`config.mk`:
```
export PLATFORM = sky130hd
export DESIGN_NAME = fc_sequencer_flat
export DESIGN_NICKNAME = d
export VERILOG_FILES = /design/src/rtl/fc_sequencer_if.sv /design/src/rtl/fc_sequencer.sv /design/src/flat_wrapper.sv
export SDC_FILE = /design/constraint.sdc
export NUM_CORES = 1
export LEC_CHECK = 0
export CAP_MARGIN = 10
export CORE_MARGIN = 8
export CORE_UTILIZATION = 42
export CTS_CLUSTER_SIZE = 40
export DETAILED_ROUTE_END_ITERATION = 8
export PLACE_DENSITY = 0.66
export SLEW_MARGIN = 25
export SYNTH_ARGS = -nofsm -noshare
export SYNTH_HDL_FRONTEND = slang
export SYNTH_SLANG_ARGS = --single-unit
```
`constraint.sdc`:
```
create_clock -name clk -period 5.2 [get_ports clk]
set_input_delay 1.04 -clock clk [delete_from_list [all_inputs] [get_ports clk]]
set_output_delay 1.04 -clock clk [all_outputs]
set_load 0.03 [all_outputs]
```
`src/rtl/fc_sequencer_if.sv`:
```
// Bundle between fc_sequencer, the 7-lane FC datapath, the layer/weight buffers
// and the host: start/done handshake, buffer reads, accumulator control, results.
interface fc_sequencer_if #(
  parameter int unsigned N_CHUNK = 16,
  parameter int unsigned N_OUT   = 10
);
  localparam int unsigned LA_W = (N_CHUNK > 1) ? $clog2(N_CHUNK) : 1;
  localparam int unsigned WA_W = (N_OUT * N_CHUNK > 1) ? $clog2(N_OUT * N_CHUNK) : 1;
  localparam int unsigned OI_W = (N_OUT > 1) ? $clog2(N_OUT) : 1;

  logic            start;
  logic            busy;
  logic            done;
  logic            mem_rd_en;
  logic [LA_W-1:0] layer_addr;
  logic [WA_W-1:0] weight_addr;
  logic            signal_accum;
  logic [7:0]      fc_data_out;
  logic            res_valid;
  logic [OI_W-1:0] res_idx;
  logic [7:0]      res_data;
  logic [OI_W-1:0] best_idx;
  logic [7:0]      best_val;

  modport master (
    input  start, fc_data_out,
    output busy, done, mem_rd_en, layer_addr, weight_addr, signal_accum,
           res_valid, res_idx, res_data, best_idx, best_val
  );

  modport slave (
    output start, fc_data_out,
    input  busy, done, mem_rd_en, layer_addr, weight_addr, signal_accum,
           res_valid, res_idx, res_data, best_idx, best_val
  );
endinterface

```
`src/rtl/fc_sequencer.sv`:
```
// Sequencer for the 7-lane FC datapath: walks neurons x chunks, aligns signal_accum
// with the 3-register datapath pipeline, captures each neuron sum and tracks argmax.
module fc_sequencer #(
  parameter int unsigned N_CHUNK = 16,
  parameter int unsigned N_OUT   = 10
) (
  input  logic          clk,
  input  logic          reset,
  fc_sequencer_if.master bus
);
  localparam int unsigned LA_W      = (N_CHUNK > 1) ? $clog2(N_CHUNK) : 1;
  localparam int unsigned WA_W      = (N_OUT * N_CHUNK > 1) ? $clog2(N_OUT * N_CHUNK) : 1;
  localparam int unsigned OI_W      = (N_OUT > 1) ? $clog2(N_OUT) : 1;
  localparam int unsigned DRAIN_CYC = 5;
  localparam int unsigned DC_W      = 3;

  typedef enum logic [1:0] {IDLE, RUN, DRAIN, DONE} state_t;

  state_t                state_q;
  logic [LA_W-1:0]       chunk_q;
  logic [OI_W-1:0]       neuron_q;
  logic [WA_W-1:0]       waddr_q;
  logic                  rd_en_q;
  logic                  busy_q;
  logic                  done_q;
  logic [DC_W-1:0]       drain_q;
  logic [2:0]            first_q;
  logic [3:0]            last_q;
  logic [3:0][OI_W-1:0]  nidx_q;
  logic                  res_valid_q;
  logic [OI_W-1:0]       res_idx_q;
  logic [7:0]            res_data_q;
  logic [OI_W-1:0]       best_idx_q;
  logic [7:0]            best_val_q;
  logic                  have_best_q;

  logic last_chunk;
  logic last_neuron;
  logic tag_first_d;
  logic tag_last_d;

  assign last_chunk  = (chunk_q == LA_W'(N_CHUNK - 1));
  assign last_neuron = (neuron_q == OI_W'(N_OUT - 1));
  // Tags of the address issued this cycle; only meaningful while reading.
  assign tag_first_d = rd_en_q && (chunk_q == '0);
  assign tag_last_d  = rd_en_q && last_chunk;

  always_ff @(posedge clk) begin
    if (reset) begin
      state_q     <= IDLE;
      chunk_q     <= '0;
      neuron_q    <= '0;
      waddr_q     <= '0;
      rd_en_q     <= 1'b0;
      busy_q      <= 1'b0;
      done_q      <= 1'b0;
      drain_q     <= '0;
      first_q     <= '0;
      last_q      <= '0;
      nidx_q      <= '0;
      res_valid_q <= 1'b0;
      res_idx_q   <= '0;
      res_data_q  <= '0;
      best_idx_q  <= '0;
      best_val_q  <= '0;
      have_best_q <= 1'b0;
    end else begin
      // first: memory + adder reg + add_data4 reg; last: one more so the sum is complete
      first_q     <= {first_q[1:0], tag_first_d};
      last_q      <= {last_q[2:0], tag_last_d};
      nidx_q      <= {nidx_q[2:0], neuron_q};
      res_valid_q <= last_q[3];
      if (last_q[3]) begin
        res_data_q <= bus.fc_data_out;
        res_idx_q  <= nidx_q[3];
      end

      // Strict compare keeps the lower index on ties.
      if (res_valid_q && (!have_best_q || (res_data_q > best_val_q))) begin
        best_val_q <= res_data_q;
        best_idx_q <= res_idx_q;
      end
      if (res_valid_q) begin
        have_best_q <= 1'b1;
      end

      case (state_q)
        IDLE: begin
          if (bus.start) begin
            state_q     <= RUN;
            chunk_q     <= '0;
            neuron_q    <= '0;
            waddr_q     <= '0;
            rd_en_q     <= 1'b1;
            busy_q      <= 1'b1;
            have_best_q <= 1'b0;
          end
        end
        RUN: begin
          if (last_chunk && last_neuron) begin
            state_q <= DRAIN;
            rd_en_q <= 1'b0;
            drain_q <= '0;
          end else begin
            waddr_q <= waddr_q + WA_W'(1);
            if (last_chunk) begin
              chunk_q  <= '0;
              neuron_q <= neuron_q + OI_W'(1);
            end else begin
              chunk_q <= chunk_q + LA_W'(1);
            end
          end
        end
        DRAIN: begin
          if (drain_q == DC_W'(DRAIN_CYC - 1)) begin
            state_q <= DONE;
            busy_q  <= 1'b0;
            done_q  <= 1'b1;
          end else begin
            drain_q <= drain_q + DC_W'(1);
          end
        end
        DONE: begin
          done_q  <= 1'b0;
          state_q <= IDLE;
        end
        default: state_q <= IDLE;
      endcase
    end
  end

  assign bus.busy         = busy_q;
  assign bus.done         = done_q;
  assign bus.mem_rd_en    = rd_en_q;
  assign bus.layer_addr   = chunk_q;
  assign bus.weight_addr  = waddr_q;
  assign bus.signal_accum = first_q[2];
  assign bus.res_valid    = res_valid_q;
  assign bus.res_idx      = res_idx_q;
  assign bus.res_data     = res_data_q;
  assign bus.best_idx     = best_idx_q;
  assign bus.best_val     = best_val_q;
endmodule

```
`src/flat_wrapper.sv`:
```
// flat-port wrapper written by rule: the top's interface ports become plain ports
module fc_sequencer_flat 
#(
  parameter int unsigned N_CHUNK = 16,
  parameter int unsigned N_OUT   = 10
)
  (clk, reset, bus_start, bus_fc_data_out, bus_busy, bus_done, bus_mem_rd_en, bus_layer_addr, bus_weight_addr, bus_signal_accum, bus_res_valid, bus_res_idx, bus_res_data, bus_best_idx, bus_best_val);
  fc_sequencer_if #(.N_CHUNK(N_CHUNK), .N_OUT(N_OUT)) bus_i ();
  input  logic clk;
  input  logic reset;
  input wire logic [$bits(bus_i.start)-1:0] bus_start;
  input wire logic [$bits(bus_i.fc_data_out)-1:0] bus_fc_data_out;
  output wire logic [$bits(bus_i.busy)-1:0] bus_busy;
  output wire logic [$bits(bus_i.done)-1:0] bus_done;
  output wire logic [$bits(bus_i.mem_rd_en)-1:0] bus_mem_rd_en;
  output wire logic [$bits(bus_i.layer_addr)-1:0] bus_layer_addr;
  output wire logic [$bits(bus_i.weight_addr)-1:0] bus_weight_addr;
  output wire logic [$bits(bus_i.signal_accum)-1:0] bus_signal_accum;
  output wire logic [$bits(bus_i.res_valid)-1:0] bus_res_valid;
  output wire logic [$bits(bus_i.res_idx)-1:0] bus_res_idx;
  output wire logic [$bits(bus_i.res_data)-1:0] bus_res_data;
  output wire logic [$bits(bus_i.best_idx)-1:0] bus_best_idx;
  output wire logic [$bits(bus_i.best_val)-1:0] bus_best_val;
  assign bus_i.start = bus_start;
  assign bus_i.fc_data_out = bus_fc_data_out;
  assign bus_busy = bus_i.busy;
  assign bus_done = bus_i.done;
  assign bus_mem_rd_en = bus_i.mem_rd_en;
  assign bus_layer_addr = bus_i.layer_addr;
  assign bus_weight_addr = bus_i.weight_addr;
  assign bus_signal_accum = bus_i.signal_accum;
  assign bus_res_valid = bus_i.res_valid;
  assign bus_res_idx = bus_i.res_idx;
  assign bus_res_data = bus_i.res_data;
  assign bus_best_idx = bus_i.best_idx;
  assign bus_best_val = bus_i.best_val;
  fc_sequencer #(.N_CHUNK(N_CHUNK), .N_OUT(N_OUT)) u_core (.clk(clk), .reset(reset), .bus(bus_i));
endmodule
```
==> results.md <==
- Status: complete, no violations
- Reg2reg start: u_core.bus.best_val[1]
- Post-synth ARST share: 0%
- Clk_lat worst skew: 0.34 ns
- Synth Flop Type: dfxtp_1
- Max Freq: 392.3 MHz
- Slowest cell on crit path: clkdlybuf4s50_1
- Initial antenna violation count: 0
- CP endpoint: bus_weight_addr[0]
- Worst-case clock skew: 0.009198 ns
- CP Depth: 1
- Buffers on Ports: 51
- CP top delay family: buffers and inverters
- FF-to-FF setup slack: 2.94 ns
- Max-cap violations: 0
- Grt total ovfl: 0
- Vias per inst: 4.749
- Initial detailed-routing violation count: 69
- Growth of design area from synthesis to finish: 26.79%
- Vias in the first global route: 2,192
- Post-cts sizing count: 0
- Root Driver: clkbuf_8
- Dpl hpwl: 4.113 mm
- Die X: 101.5 um
- Crit-path max cell delay: 0.72 ns
- Placer Congestion: 0.8063
- Post-Syn Area: 3068 sq um
- Synth Instances: 312
- Number of flops mapped to enable cells by yosys: 0
- First-pass DRT Iterations: 4
- Worst-Margin Slew: 0.7715 ns
- Final hold violation count: 0
- Fin crit share: 49.02%
- Final min period: 2.549 ns
- CTS Hold Bufs: 0
- Synth cell types: 41
- Place WS: 2.671 ns
- Post-Route WL: 5.888 mm
- I/O pin count: 52
- R2r endpoint: u_core.bus.best_val[6]
- Static Leak: 1.408 nW
- Pwr Density: 379.1 nW/um^2
- Seq/Total Area, Yosys: 47.63%
- Worst setup startpoint: u_core.bus.weight_addr[0]
- Synth area leaders: dfxtp_1, mux2i_1, ha_1
- Setup TNS: 0 ns
- Initial Util: 42.76%
- Post-DRT Antenna Nets: 0
- WP data arrival: 1.51 ns
- Syn_nets: 342
- Setup violators final: 0
- Yosys warns: 0
- Post-CTS Setup Bufs: 0
- Total Routing Usage GR: 12.15%
- Rel. slew slack: 48.50%
- Nets@finish: 392
- VDD IR max: 0.2761 mV
- WP data required: 4.16 ns
- R2R depth: 8
- Flops & latches, synth: 73
- Fin. max-slew vios: 0
- Number of H-tree levels: 3
- TritonCTS clock tree: built
- Crit. End Element: primary output
- Row cnt: 31
- Die area: 10,300 sq um
- First-pass GRT wire length: 9.977 mm
- DR vias: 2,213
- # diodes: 0
- Critical path, cell by cell: clkdlybuf4s50_1
- Top cell type's share of synthesized area: 47.63%
- Wire length per cell: 12.64 um
- CORE AREA: 7176 sq um
- Bufs on Longest Clock Path: 2
- Crit path buf inv count: 1
- Cts bufs inserted: 9
- Die H: 101.5 um
- Remaining DRCs: 0
- Clk sink count: 73
- Clock slew at reported path FFs: 0.08 ns
- Crit path max fanout: 6
- Worst Slack Setup Final: 2.651 ns
- CP Launch Type: flip-flop
- Synth area leader: dfxtp_1
- Syn_area_per_cell: 9.833 sq um
- RSZ-0062 raised after global routing: false
- Layout cells sized above 1: 6.540%
- HP Class: reg2reg
- WS Path Type: reg2out
- Largest net degree at the start of global routing: 40
## cell type report
cell class / instances / area [sq um]
Clock buffer: 10 / 127.6
Clock inverter: 6 / 116.4
Fill cell: 636 / 3286
Inverter: 18 / 67.56
Multi-Input combinational cell: 207 / 1473
Sequential cell: 73 / 1461
Tap cell: 99 / 123.9
Timing Repair Buffer: 53 / 520.5
## worst min-delay path by stage
stage / end / slack [ns] / depth (start not counted) / from
3_3_place_gp: u_core.nidx_q[12] / 0.42 / 1 / u_core.nidx_q[8]
2_1_floorplan: u_core.first_q[1] / 0.41 / 1 / u_core.first_q[0]
4_1_cts: u_core.nidx_q[5] / 0.44 / 1 / u_core.nidx_q[1]
3_5_place_dp: u_core.nidx_q[7] / 0.42 / 1 / u_core.nidx_q[3]
5_1_grt: u_core.nidx_q[8] / 0.46 / 1 / u_core.nidx_q[4]
6_report: u_core.nidx_q[6] / 0.44 / 1 / u_core.nidx_q[2]
## flip-flops by register name, summed over array words and instances, names as in the netlist
| name | flops |
|---|---|
| u_core.bus.best_idx | 4 |
| u_core.bus.best_val | 8 |
| u_core.bus.busy | 1 |
| u_core.bus.done | 1 |
| u_core.bus.layer_addr | 4 |
| u_core.bus.mem_rd_en | 1 |
| u_core.bus.res_data | 8 |
| u_core.bus.res_idx | 4 |
| u_core.bus.res_valid | 1 |
| u_core.bus.weight_addr | 8 |
| u_core.drain_q | 3 |
| u_core.first_q | 3 |
| u_core.have_best_q | 1 |
| u_core.last_q | 4 |
| u_core.neuron_q | 4 |
| u_core.nidx_q | 16 |
| u_core.state_q | 2 |
## power breakdown
group / internal, mW / leakage (nW) / switching [mW]
logic: 0.132 / 0.698 / 0.185
clock network: 0.321 / 0.121 / 0.213
registers: 0.591 / 0.590 / 0.0326
total: 1.04 / 1.41 / 0.431
## cells by family (layout without fill, tap and decap cells)
logic type,after synthesis,in the layout,share of synthesized area [%]
DFF,73,73,47.63
muxes,28,28,9.176
adders and majority gates,19,19,7.749
AOI/OAI and AO/OA,30,30,6.525
xor gates and xnor gates,11,11,3.141
buffers and inverters,32,87,4.364
and+or+nand+nor,119,119,21.41
## layer usage
layer	global-route usage (%)	part of all wire, %
met1	14.73	49
met2	19.48	45
met3	3.230	5.3
met4	5.956	1.1
met5	0	0
## Yosys cell counts (3+ instances only)
cell / instances
mux2i_1: 27
and2_1: 3
clkbuf_1: 9
o21ai_0: 5
dfxtp_1: 73
nand4_1: 6
nor2_1: 32
ha_1: 19
nor2b_1: 23
inv_1: 17
nand2b_1: 28
nor3_1: 4
xor2_1: 9
nand2_1: 7
a21oi_1: 11
nand3_1: 7
## placed cells by master (no fill, tap or decap), types with 2 or more instances in the layout
master and count:
nand3_2 2, nor2_1 32, clkdlybuf4s50_1 50, o31ai_1 2, nand4_1 6, a211oi_1 2, mux2i_1 27, xor2_1 9
a21o_1 2, bufinv_16 3, and2_1 3, a21oi_1 11, inv_1 17, o21ai_0 5, clkbuf_8 9, nand2b_1 28
dfxtp_1 73, xnor2_1 2, ha_1 19, nor3_1 4, nand3_1 7, nor2b_1 23, nand2_1 7, buf_4 2
and3_1 2, clkinv_4 3
## metrics by stage
step / total power, mW / cells / cell area [sq um] / hold WS (ns) / util [%]
floorplan: 0.8744 / 312 / 3068 / 0.4138 / -
global placement: 0.9478 / 450 / 3646 / 0.4165 / 50.81
detailed placement: 0.9539 / 450 / 3646 / 0.4234 / 50.81
CTS: 1.492 / 466 / 3890 / 0.4419 / 54.21
global route: 1.551 / 466 / 3890 / 0.4556 / 54.21
finish: 1.475 / 466 / 3890 / 0.4384 / 54.21
No activity file was read; power rests on OpenSTA's default activity.
